`src/rtl/mem_pkg.sv`:
```
// Shared types for the memory-access unit: Funct3 load/store encodings, FSM states
// and the byte-strobe lookup used when placing store data into lanes.
package mem_pkg;

  typedef enum logic [2:0] {
    F3_B  = 3'b000,
    F3_H  = 3'b001,
    F3_W  = 3'b010,
    F3_BU = 3'b100,
    F3_HU = 3'b101
  } funct3_e;

  typedef enum logic [1:0] {
    S_IDLE,
    S_REQ,
    S_WAIT_RESP,
    S_DONE
  } state_e;

  typedef enum logic [1:0] {
    SZ_B,
    SZ_H,
    SZ_W
  } size_e;

  // Unlisted Funct3 codes fall through to word size.
  function automatic size_e size_of(input logic [2:0] f3);
    case (f3[1:0])
      2'b00:   size_of = SZ_B;
      2'b01:   size_of = SZ_H;
      default: size_of = SZ_W;
    endcase
  endfunction

  function automatic logic [3:0] strb_lookup(input size_e sz, input logic [1:0] off);
    case (sz)
      SZ_B:    strb_lookup = 4'b0001 << off;
      SZ_H:    strb_lookup = 4'b0011 << off;
      default: strb_lookup = 4'b1111;
    endcase
  endfunction

endpackage

```
`src/rtl/memory_access_load_extend.sv`:
```
// load_extend: shifts a returned bus word down to the accessed byte offset and
// sign- or zero-extends it according to the load's Funct3.
module load_extend
  import mem_pkg::*;
(
  input  logic [1:0]  off_i,
  input  logic [2:0]  funct3_i,
  input  logic [31:0] word_i,
  output logic [31:0] data_o
);

  logic [31:0] shifted;

  assign shifted = word_i >> {off_i, 3'b000};

  always_comb begin
    data_o = shifted;
    case (funct3_e'(funct3_i))
      F3_B:    data_o = {{24{shifted[7]}}, shifted[7:0]};
      F3_H:    data_o = {{16{shifted[15]}}, shifted[15:0]};
      F3_BU:   data_o = {24'h0, shifted[7:0]};
      F3_HU:   data_o = {16'h0, shifted[15:0]};
      default: data_o = shifted;
    endcase
  end

endmodule

```
`src/rtl/memory_access.sv`:
```
// M-stage data access unit: valid/ready bus requests, store lane placement and
// load alignment/extension. Define MISALIGN_TRAP_EN to flag misaligned accesses.
module memory_access
  import mem_pkg::*;
#(
  parameter int ADDR_W = 32
) (
  input  logic              clk,
  input  logic              reset_n,
  input  logic              MemReadM,
  input  logic              MemWriteM,
  input  logic [2:0]        Funct3M,
  input  logic [31:0]       ALUResultM,
  input  logic [31:0]       WriteDataM,
  output logic [31:0]       ReadDataM,
  output logic              StallM,
  output logic              MisalignM,
  output logic              bus_valid,
  input  logic              bus_ready,
  output logic              bus_we,
  output logic [ADDR_W-1:0] bus_addr,
  output logic [31:0]       bus_wdata,
  output logic [3:0]        bus_wstrb,
  input  logic              bus_rvalid,
  input  logic [31:0]       bus_rdata
);

  state_e            state_q, state_d;
  logic              we_q;
  logic [ADDR_W-1:0] addr_q;
  logic [31:0]       wdata_q;
  logic [3:0]        strb_q;
  logic [2:0]        f3_q;
  logic [1:0]        off_q;
  logic [31:0]       rdata_q;

  logic              access;
  logic              trap;
  logic              issue;
  size_e             live_sz;
  logic [1:0]        raw_off;
  logic [1:0]        live_off;
  logic [ADDR_W-1:0] live_addr;
  logic [31:0]       live_wdata;
  logic [3:0]        live_strb;
  logic [31:0]       ext_data;

  assign access    = MemReadM | MemWriteM;
  assign live_sz   = size_of(Funct3M);
  assign raw_off   = ALUResultM[1:0];
  assign live_addr = ADDR_W'({ALUResultM[31:2], 2'b00});

`ifdef MISALIGN_TRAP_EN
  logic misalign;
  assign misalign = ((live_sz == SZ_H) && raw_off[0]) ||
                    ((live_sz == SZ_W) && (raw_off != 2'b00));
  assign trap     = access & misalign;
`else
  assign trap     = 1'b0;
`endif

  assign issue = access & ~trap;

  // Offending low address bits are dropped so a misaligned access behaves aligned.
  always_comb begin
    live_off   = raw_off;
    live_wdata = WriteDataM;
    case (live_sz)
      SZ_B: begin
        live_off   = raw_off;
        live_wdata = {4{WriteDataM[7:0]}};
      end
      SZ_H: begin
        live_off   = {raw_off[1], 1'b0};
        live_wdata = {2{WriteDataM[15:0]}};
      end
      default: begin
        live_off   = 2'b00;
        live_wdata = WriteDataM;
      end
    endcase
  end

  assign live_strb = strb_lookup(live_sz, live_off);

  load_extend u_load_extend (
    .off_i    (off_q),
    .funct3_i (f3_q),
    .word_i   (bus_rdata),
    .data_o   (ext_data)
  );

  always_ff @(posedge clk or negedge reset_n) begin
    if (!reset_n) begin
      state_q <= S_IDLE;
    end else begin
      state_q <= state_d;
    end
  end

  // Request copies are taken at issue so REQ/WAIT_RESP ignore the live M-stage inputs.
  always_ff @(posedge clk or negedge reset_n) begin
    if (!reset_n) begin
      we_q    <= 1'b0;
      addr_q  <= '0;
      wdata_q <= '0;
      strb_q  <= '0;
      f3_q    <= '0;
      off_q   <= '0;
      rdata_q <= '0;
    end else begin
      if (state_q == S_IDLE && issue) begin
        we_q    <= MemWriteM;
        addr_q  <= live_addr;
        wdata_q <= MemWriteM ? live_wdata : 32'h0;
        strb_q  <= MemWriteM ? live_strb : 4'h0;
        f3_q    <= Funct3M;
        off_q   <= live_off;
      end
      if (state_q == S_WAIT_RESP && bus_rvalid) begin
        rdata_q <= ext_data;
      end
    end
  end

  assign ReadDataM = rdata_q;

  always_comb begin
    state_d   = state_q;
    StallM    = 1'b0;
    MisalignM = 1'b0;
    bus_valid = 1'b0;
    bus_we    = 1'b0;
    bus_addr  = '0;
    bus_wdata = '0;
    bus_wstrb = '0;
    case (state_q)
      S_IDLE: begin
        MisalignM = trap;
        if (issue) begin
          StallM    = 1'b1;
          bus_valid = 1'b1;
          bus_we    = MemWriteM;
          bus_addr  = live_addr;
          bus_wdata = MemWriteM ? live_wdata : 32'h0;
          bus_wstrb = MemWriteM ? live_strb : 4'h0;
          if (!bus_ready) begin
            state_d = S_REQ;
          end else if (MemWriteM) begin
            state_d = S_DONE;
          end else begin
            state_d = S_WAIT_RESP;
          end
        end
      end
      S_REQ: begin
        StallM    = 1'b1;
        bus_valid = 1'b1;
        bus_we    = we_q;
        bus_addr  = addr_q;
        bus_wdata = wdata_q;
        bus_wstrb = strb_q;
        if (bus_ready) begin
          state_d = we_q ? S_DONE : S_WAIT_RESP;
        end
      end
      S_WAIT_RESP: begin
        StallM = 1'b1;
        if (bus_rvalid) begin
          state_d = S_DONE;
        end
      end
      S_DONE: begin
        state_d = S_IDLE;
      end
      default: begin
        state_d = S_IDLE;
      end
    endcase
  end

endmodule

```
`config.mk`:
```
export PLATFORM = sky130hd
export DESIGN_NAME = memory_access
export DESIGN_NICKNAME = d
export VERILOG_FILES = /design/src/rtl/mem_pkg.sv /design/src/rtl/memory_access_load_extend.sv /design/src/rtl/memory_access.sv
export SDC_FILE = /design/constraint.sdc
export NUM_CORES = 1
export LEC_CHECK = 0
export BUFFER_PORTS_ARGS = -buffer_cell sky130_fd_sc_hd__buf_2
export CAP_MARGIN = 15
export CORE_MARGIN = 2
export CORE_UTILIZATION = 50
export CTS_CLUSTER_SIZE = 12
export DETAILED_ROUTE_END_ITERATION = 10
export PLACE_DENSITY = 0.81
export SLEW_MARGIN = 20
export SYNTH_ARGS = -nofsm -noshare
export SYNTH_HDL_FRONTEND = slang
export SYNTH_SLANG_ARGS = --single-unit
```
`constraint.sdc`:
```
create_clock -name clk -period 3 [get_ports clk]
set_clock_uncertainty 0.2 [all_clocks]
set_input_delay 0.6 -clock clk [delete_from_list [all_inputs] [get_ports clk]]
set_output_delay 0.6 -clock clk [all_outputs]
set_load 0.01 [all_outputs]
```
### Word level (Yosys, flattened, before mapping)

Index checks and enable logic that the tools add are counted.

| cells by class | value |
|---|---|
| add/subtract/negate cells | 0 |
| $mul | 0 |
| div/mod/pow operators | 0 |
| $lt $le $gt $ge | 0 |
| equality and inequality tests | 11 |
| shift operators | 3 |
| muxes and demuxes | 25 |
| bitwise operators | 1 |
| reductions and logical operators | 8 |

Operator list:

| operator | count |
|---|---|
| $pmux W32 S2 | 3 |
| $pmux W32 S4 | 1 |
| $mux W32 | 3 |
| $shr A32 B5 Y32 | 1 |
| $pmux W4 S2 | 2 |
| $mux W2 | 4 |
| $mux W4 | 2 |
| $pmux W2 S2 | 2 |
| $pmux W2 S4 | 1 |
| $eq A2 B1 Y1 const B | 3 |
| $eq A3 B3 Y1 const B | 2 |
| $logic_not A2 Y1 | 3 |
| $ne A2 B2 Y1 const B | 3 |
| $pmux W1 S2 | 3 |
| $eq A2 B2 Y1 const B | 2 |
| $mux W1 | 4 |
| $shl A1 B2 Y4 const A | 1 |
| $shl A2 B2 Y4 const A | 1 |
| $eq A3 B1 Y1 const B | 1 |
| $logic_not A3 Y1 | 1 |
| $reduce_and A3 Y1 | 1 |
| $logic_and A1 B1 Y1 | 2 |
| $reduce_or A2 Y1 | 1 |
| $or A1 B1 Y1 | 1 |

| storage, ports and cells | value |
|---|---|
| flip-flop bits (word level) | 106 |
| latch bits | 0 |
| bits in writable memories | 0 |
| ROM bits | 0 |
| bits of input ports | 105 |
| output and inout bits | 104 |
| logic and storage cells | 56 |
| memories kept | 0 |

### Longest topological paths before layout

Gate-level depths: netlist of the first run.

| logic depth | value |
|---|---|
| depth in word-level cells | 9 |
| mapped depth | 8 |

### Cells and area by module

A second synthesis of the first run with hierarchy kept.

| unflattened totals | value |
|---|---|
| cell total of the unflattened synthesis | 650 |
| area total of the unflattened synthesis | 5903.2 um^2 |

By module, submodules not included:

| module | times used | cells an instance | area an instance (um^2) | sequential area each (um^2) |
|---|---|---|---|---|
| memory_access | 1 | 543 | 5208.7 | 2652.5 |
| load_extend | 1 | 107 | 694.4 | 0.0 |

### Least setup slack after synthesis of the first run

Ideal clock, no wire load.

| timing path | value |
|---|---|
| kind | reg-to-output |
| start point | register state_q[0] |
| end point | output port bus_wdata[0] |
| data arrival time | 1.684 ns |
| data required time | 2.200 ns |
| path slack | 0.516 ns |
| cell stages (with the launch flop) | 8 |
| cell sequence | dfrtp_1 > inv_1 > ha_1 > clkbuf_1 > and2_1 > clkbuf_1 > clkbuf_1 > a22o_1 |

| between the ends | value |
|---|---|
| longest elaborated chain between the ends | 2 |
| elaborated cells between the ends (all ways) | 3 |

RTL lines:

| what | RTL line | text |
|---|---|---|
| start, declared | memory_access.sv:28 | `state_e state_q, state_d;` |
| start signal, assigned | memory_access.sv:97 | `state_q <= state_d;` |
| $eq A2 B1 Y1 / $logic_not A2 Y1 (equally long branches) | memory_access.sv:137 | `case (state_q)` |
| $pmux W32 S2 * | memory_access.sv:137 |  |
| end, declared | memory_access.sv:22 | `output logic [31:0] bus_wdata,` |

Every way passes the cells marked *; elsewhere a longest branch is shown, timed or not.

### Worst setup path in the final report of the first run

| timing path | value |
|---|---|
| start point | register state_q[0] |
| end point | output port bus_wdata[30] |

The elaborated chain is that of the path after synthesis.

==> results.md, run 1 <==
- Unrepaired setup endpoints after global routing: no
- Worst path top cell family by delay: buffers and inverters
- Fraction of registers with async set/reset: 1.00
- Ant diodes: 0
- Post-synth top cells: 240 x nand2_1, 106 x dfrtp_1, 40 x a21o_1
- DR DRC count: 0
- Pin count of the biggest net entering global routing: between 100 and 150
- Power per Cell Area: 992 nW/um^2
- Synth Instances: 641
- Initial antenna violation count: 0
- Final cell utilization of the core: 0.634
- Via count: 5249
- CP max stage cell: dfrtp_1
- Min Tclk post-route: 2840 ps
- Crit-path cells: inv_1 > ha_2 > and2_1 > buf_4 > nand2_1 > nand2_1 > buf_2
- Die area: 12000 sq um
- Initial Util: 0.514
- CTS buffer count: 9
- Worst path max stage delay: 420 ps
- Primary FF master, synth: dfrtp_1
- Cell mode on critical path: nand2_1
- Detailed Routing Iterations Pass 1: 5
- Die H: 110 microns
- Hold Crit Class: in -> async
- Global route total overflow: 0
- VDD IR-drop max: 0.556 mV
- # setup viols final: 0
- # fillers: 929
- Htree depth: 3
- Hold Fails Final Rpt: 0
- Worst EP required: 2200 ps
- Synth Cell Area: 5580 sq um
- Pre-CTS setup slack: 290 ps
- Area Overhead vs Synth: 23.3%
- Drt initial violations: 382
- Die width: roughly 110 microns
- Tcrit/Tclk final: 0.947
- Sequential area share after synthesis: 0.476
- Placed insts: 949
- Detailed-route wire length: 15.2 mm
- Area leader, netlist: dfrtp_1
- Max Fanout on Critical Path: 24
- Clk_lat worst skew: 370 ps
- Most common cell in the netlist: nand2_1
- Worst setup EP type: output port
- Vias in the first global route: 4957
- Register area: between 2000 and 3000 sq um
- CTS Root Cell: clkbuf_8
- GRT Total Usage: 0.249
- Layout Cells excl Fill: between 900 and 1000
- Multi-input gate area: 2710 sq um
- Fmax: 352 MHz
- Slew headroom: 0.488
- Top cells by area, synth: dfrtp_1 48%, nand2_1 16%, mux2i_1 5.7%
- Clock tree from TritonCTS: built
- Critical path startpoint category: flop
- CTS Buffer Depth: 2
- Number of synthesized flops with an enable pin: 0
- Gpl congestion: 0.923
- Post-synth cell types: 34
- Final Max Tran Viols: 0
- Setup total negative slack: 0 ps
- Flop and latch count out of synthesis: 106
- Status: finished clean
- Max_cap viols: 0
- Top-area cell type share of the netlist area: 0.476
- Worst Tran Pin Value: 769 ps
- LEAKAGE: just over 4 nW
- IO buf count: 205
- Synth Area per Inst: 8.70 sq um
- Post-layout worst setup margin: 159 ps
- DP HPWL: 10.9 mm
- Clk sink count: 106
- Share of cells above drive strength 1: 0.314
- Yosys warns: 0
- Kind of critical path: reg -> out
- Avg WL per Cell: 15.7 microns
- Worst EP arrival: 2040 ps
- Core Rows: 38
- Antenna viol nets, final: 0
- Vias per inst: around 5.4
- Core box area: 10800 sq um
- Final #Nets: 929
- Worst path bufs/invs: 3
- Global-route wire length before repair: 23.3 mm
- Clk slew on worst S/H paths: roughly 100 ps
- Post-CTS Setup Bufs: 0
- IO Pins: about 210
## registers in the layout (all words and copies together), names as in the netlist
register   flops
strb_q         4
addr_q        30
off_q          2
we_q           1
wdata_q       32
state_q        2
ReadDataM     32
f3_q           3
## cells by family after synthesis
group | Yosys count | share of synthesized area
buffers and inverters | 54 | 0.0433
multiplexers | 42 | 0.0797
other | 1 | 0.000673
adder cells (fa/ha/maj) | 4 | 0.00898
AO/OA/AOI/OAI | 131 | 0.174
flip-flops | 106 | 0.476
AND/OR/NAND/NOR | 303 | 0.217
## cells in the final DEF, fill, tap and decap left out, types with 2 or more instances in the layout
cell type and instances:
nand2_1 239, buf_2 204, dfrtp_1 106, a21o_1 40, nor2_1 36, mux2i_1 32
a21oi_1 26, a22o_1 16, o21ai_0 11, and2_1 10, o22a_2 10, mux2_2 9
clkbuf_8 9, a211oi_1 8, nor2b_1 8, buf_4 8, o22a_1 7, o2bb2ai_1 7
inv_1 5, clkinv_2 4, nand2b_1 3, conb_1 3, or2_2 2, ha_2 2
ha_1 2, buf_12 2
## final cells by class
class,count,share of cell area
clock buffer,10,0.0186
clock inverter,6,0.00837
inverter,5,0.00273
multi-input combinational,483,0.394
sequential,106,0.386
tap,140,0.0255
timing repair buffer,215,0.165
## metrics by stage
stage	hold slack, ps	cell area (sq um)	total power, mW
after floorplan	104	5580	4.77
after global placement	257	6680	5.83
after detailed placement	263	6680	5.96
after CTS	106	6870	6.85
after global routing	122	6870	7.34
final	83.0	6870	6.82
## routing by layer
metal | vias to the layer above | share of wire | GRT usage | routed length, microns
met5 | - | 0 | 0 | 0
met2 | 244 | 0.48 | 0.411 | 7260
met3 | 23 | 0.087 | 0.0599 | 1320
li1 | 2479 | - | - | -
met1 | 2503 | 0.42 | 0.318 | 6330
met4 | 0 | 0.019 | 0.0931 | 287
## path summary, 6_finish.rpt
path | from | to | slack, ps | cells after the start
setup / recovery | state_q[0] | bus_wdata[30] | 160 | 7
hold / removal | reset_n | ReadDataM[24] | 80 | 2
setup reg to reg | off_q[1] | ReadDataM[24] | 710 | 5
hold reg to reg | addr_q[8] | addr_q[8] | 290 | 2
max in group asynchronous | reset_n | ReadDataM[22] | 2090 | 2
min in group clk | Funct3M[2] | f3_q[2] | 220 | 3
## power breakdown
group	internal [mW]	switching [mW]	leakage, nW
Clock	0.381	0.492	0.0958
Sequential	2.13	0.416	1.30
Combinational	1.46	1.94	2.64
## timing repair
action	CTS	global route
endpoints found under the hold margin	0	0
resized for setup	2	1
setup endpoints to repair	16	31
hold buffers	0	0
## worst reg2reg max path, stage by stage, from the launching register on
cell and delay, ps:
dfrtp_1 370, buf_4 310, mux4_2 300, nor2_1 70, o31ai_4 700, o22a_2 280
Power figures use the tool's default switching activity.
==> inputs of run 2 (changes only) <==
Settings changed: GPL_TIMING_DRIVEN set to 0, PLACE_DENSITY 0.81 to unset, PLACE_DENSITY_LB_ADDON set to 0.1.
==> results.md, run 2 (same netlist as run 1, synthesis figures left out) <==
- Clock tree from TritonCTS: built (unchanged)
- Clock network power share: 0.127 (was 0.128)
- Clk slew on worst S/H paths: 90 ps (was 100 ps)
- IO buf count: 205 (unchanged)
- Cell internal pwr: 4.07 mW (was 3.97 mW)
- Slew headroom: 0.520 (was 0.488)
- Area Overhead vs Synth: 26.3% (was 23.3%)
- Initial antenna violation count: 0 (unchanged)
- Worst setup EP type: output port (unchanged)
- Combinational power share: 0.510 (was 0.499)
- Share of cells above drive strength 1: 0.310 (was 0.314)
- Vias per inst: 5.35 (was 5.44)
- Clk_lat worst skew: 360 ps (was 370 ps)
- Core Rows: 38 (unchanged)
- # fillers: 932 (was 929)
- Sequential power share: 0.363 (was 0.373)
- IO Pins: 209 (unchanged)
- Die H: 110 microns (unchanged)
- Avg WL per Cell: 15.9 microns (was 15.7 microns)
- Die area: 12000 sq um (unchanged)
- Pin count of the biggest net entering global routing: 62 (was 107)
- Critical path startpoint category: primary input (was flop)
- Vias in the first global route: 5140 (was 4957)
- Antenna viol nets, final: 0 (unchanged)
- Switch Pwr: 2.89 mW (was 2.85 mW)
- Initial Util: 0.514 (unchanged)
- LEAKAGE: 4.13 nW (was 4.04 nW)
- CTS Buffer Depth: 2 (unchanged)
- Fmax: 346 MHz (was 352 MHz)
- Hold Fails Final Rpt: 0 (unchanged)
- Detailed Routing Iterations Pass 1: 5 (unchanged)
- Status: finished clean (unchanged)
- Flop2flop setup slack: 660 ps (was 710 ps)
- Worst EP arrival: 2090 ps (was 2040 ps)
- Post-CTS Setup Bufs: 0 (unchanged)
- Most frequent cells in the layout: 239 x nand2_1, 211 x buf_2, 106 x dfrtp_1 (was 239 x nand2_1, 204 x buf_2, 106 x dfrtp_1)
- Final cell utilization of the core: 0.650 (was 0.634)
- CTS buffer count: 9 (unchanged)
- Tcrit/Tclk final: 0.965 (was 0.947)
- DP Area: 6820 sq um (was 6680 sq um)
- CTS Root Cell: clkbuf_8 (unchanged)
- Hold Crit Class: in -> reg (was in -> async)
- Global-route wire length before repair: 24.5 mm (was 23.3 mm)
- # setup viols final: 0 (unchanged)
- Min Tclk post-route: 2890 ps (was 2840 ps)
- Max Fanout on Critical Path: 10 (was 24)
- WL met1: 6.78 mm (was 6.33 mm)
- DR DRC count: 0 (unchanged)
- DP HPWL: 12.0 mm (was 10.9 mm)
- Final #Nets: 967 (was 929)
- Htree depth: 3 (unchanged)
- Worst Tran Pin Value: 719 ps (was 769 ps)
- Ant diodes: 0 (unchanged)
- Routed wl met2: 7.37 mm (was 7.26 mm)
- Switching Share: 0.415 (was 0.418)
- VDD IR-drop max: 0.438 mV (was 0.556 mV)
- Gpl congestion: 0.889 (was 0.923)
- Global route total overflow: 0 (unchanged)
- Clk sink count: 106 (unchanged)
- Core box area: 10800 sq um (unchanged)
- Detailed-route wire length: 15.9 mm (was 15.2 mm)
- Uppermost layer routed: met4 (unchanged)
- Unrepaired setup endpoints after global routing: no (unchanged)
- WL met3: 1.18 mm (was 1.32 mm)
- Power per Cell Area: 988 nW/um^2 (was 992 nW/um^2)
- Final Max Tran Viols: 0 (unchanged)
- GRT Total Usage: 0.263 (was 0.249)
- Commonest non-fill, non-tap cell in the layout: nand2_1 (unchanged)
- Drt initial violations: 411 (was 382)
- Worst EP required: 2200 ps (about the same)
- Die width: 110 microns (unchanged)
- Max_cap viols: 0 (unchanged)
- Kind of critical path: in -> out (was reg -> out)
- Final design area excluding fillers: 7040 sq um (was 6870 sq um)
- Via count: 5357 (was 5249)
## run 2: cell count changes in the layout (fill, tap and decap cells not counted), moves of 2 or more
cell / previous run / this run
buf_4: 8 / 3
buf_2: 204 / 211
buf_12: 2 / 0
clkbuf_2: 0 / 6
ha_2: 2 / 0
buf_6: 1 / 4
clkbuf_4: 0 / 3
clkbuf_1: 1 / 26
clkinv_2: 4 / 0
## run 2: layer usage
metal  vias up  GRT usage
li1       2558          -
met1      2523      0.347
met2       234      0.417
met3        42     0.0510
met4         0      0.129
met5         -          0
## run 2: power by group through the flow
| stage | clock network [mW] | registers, mW | logic, mW |
|---|---|---|---|
| finish | 0.884 | 2.52 | 3.55 |
| global placement | 0 | 2.50 | 3.41 |
| floorplan | 0 | 2.56 | 2.21 |
| detailed placement | 0 | 2.54 | 3.51 |
| CTS | 0.907 | 2.52 | 3.54 |
| global route | 0.965 | 2.60 | 3.94 |
## run 2: worst max-delay path: stages
cell and delay (ps):
buf_2 80, clkbuf_1 460, buf_2 340, mux2i_1 240, nor2_1 80, a21o_1 150
buf_2 140
## run 2: final timing paths
check | from | end | depth (start not counted)
min reg2reg | addr_q[20] | addr_q[20] | 2
max in group asynchronous | reset_n | addr_q[31] | 3
max | Funct3M[1] | bus_wdata[22] | 7
min | Funct3M[2] | f3_q[2] | 3
max reg2reg | state_q[0] | ReadDataM[3] | 6
min in group asynchronous | reset_n | ReadDataM[29] | 2
## run 2: per-stage QoR
stage                     setup TNS, ps  power (mW)  hold WS [ps]  worst slack, ps  cells
after detailed placement           -452        6.05           264            -85.6    989
after global placement            -7010        5.91           258            -72.9    988
after global routing                  0        7.51           233             2.94   1002
after CTS                             0        6.96           204             5.14   1003
final                                 0        6.95           223              106   1002
after floorplan                       0        4.77           104              516    643
## run 2: timing repair
item	CTS	global route
resized for setup	15	8
hold buffers	1	0
setup endpoints to repair	58	47
endpoints found under the hold margin	45	0
## run 2: layout make-up
class,instances,area (sq um),area share
Clock inverter,2,37.5,0.00533
Sequential cell,106,2650,0.377
Timing Repair Buffer,207,1070,0.152
Tap cell,140,175,0.0249
Inverter,5,18.8,0.00267
Buffer,46,234,0.0332
Clock buffer,13,149,0.0211
Multi-Input combinational cell,483,2710,0.384
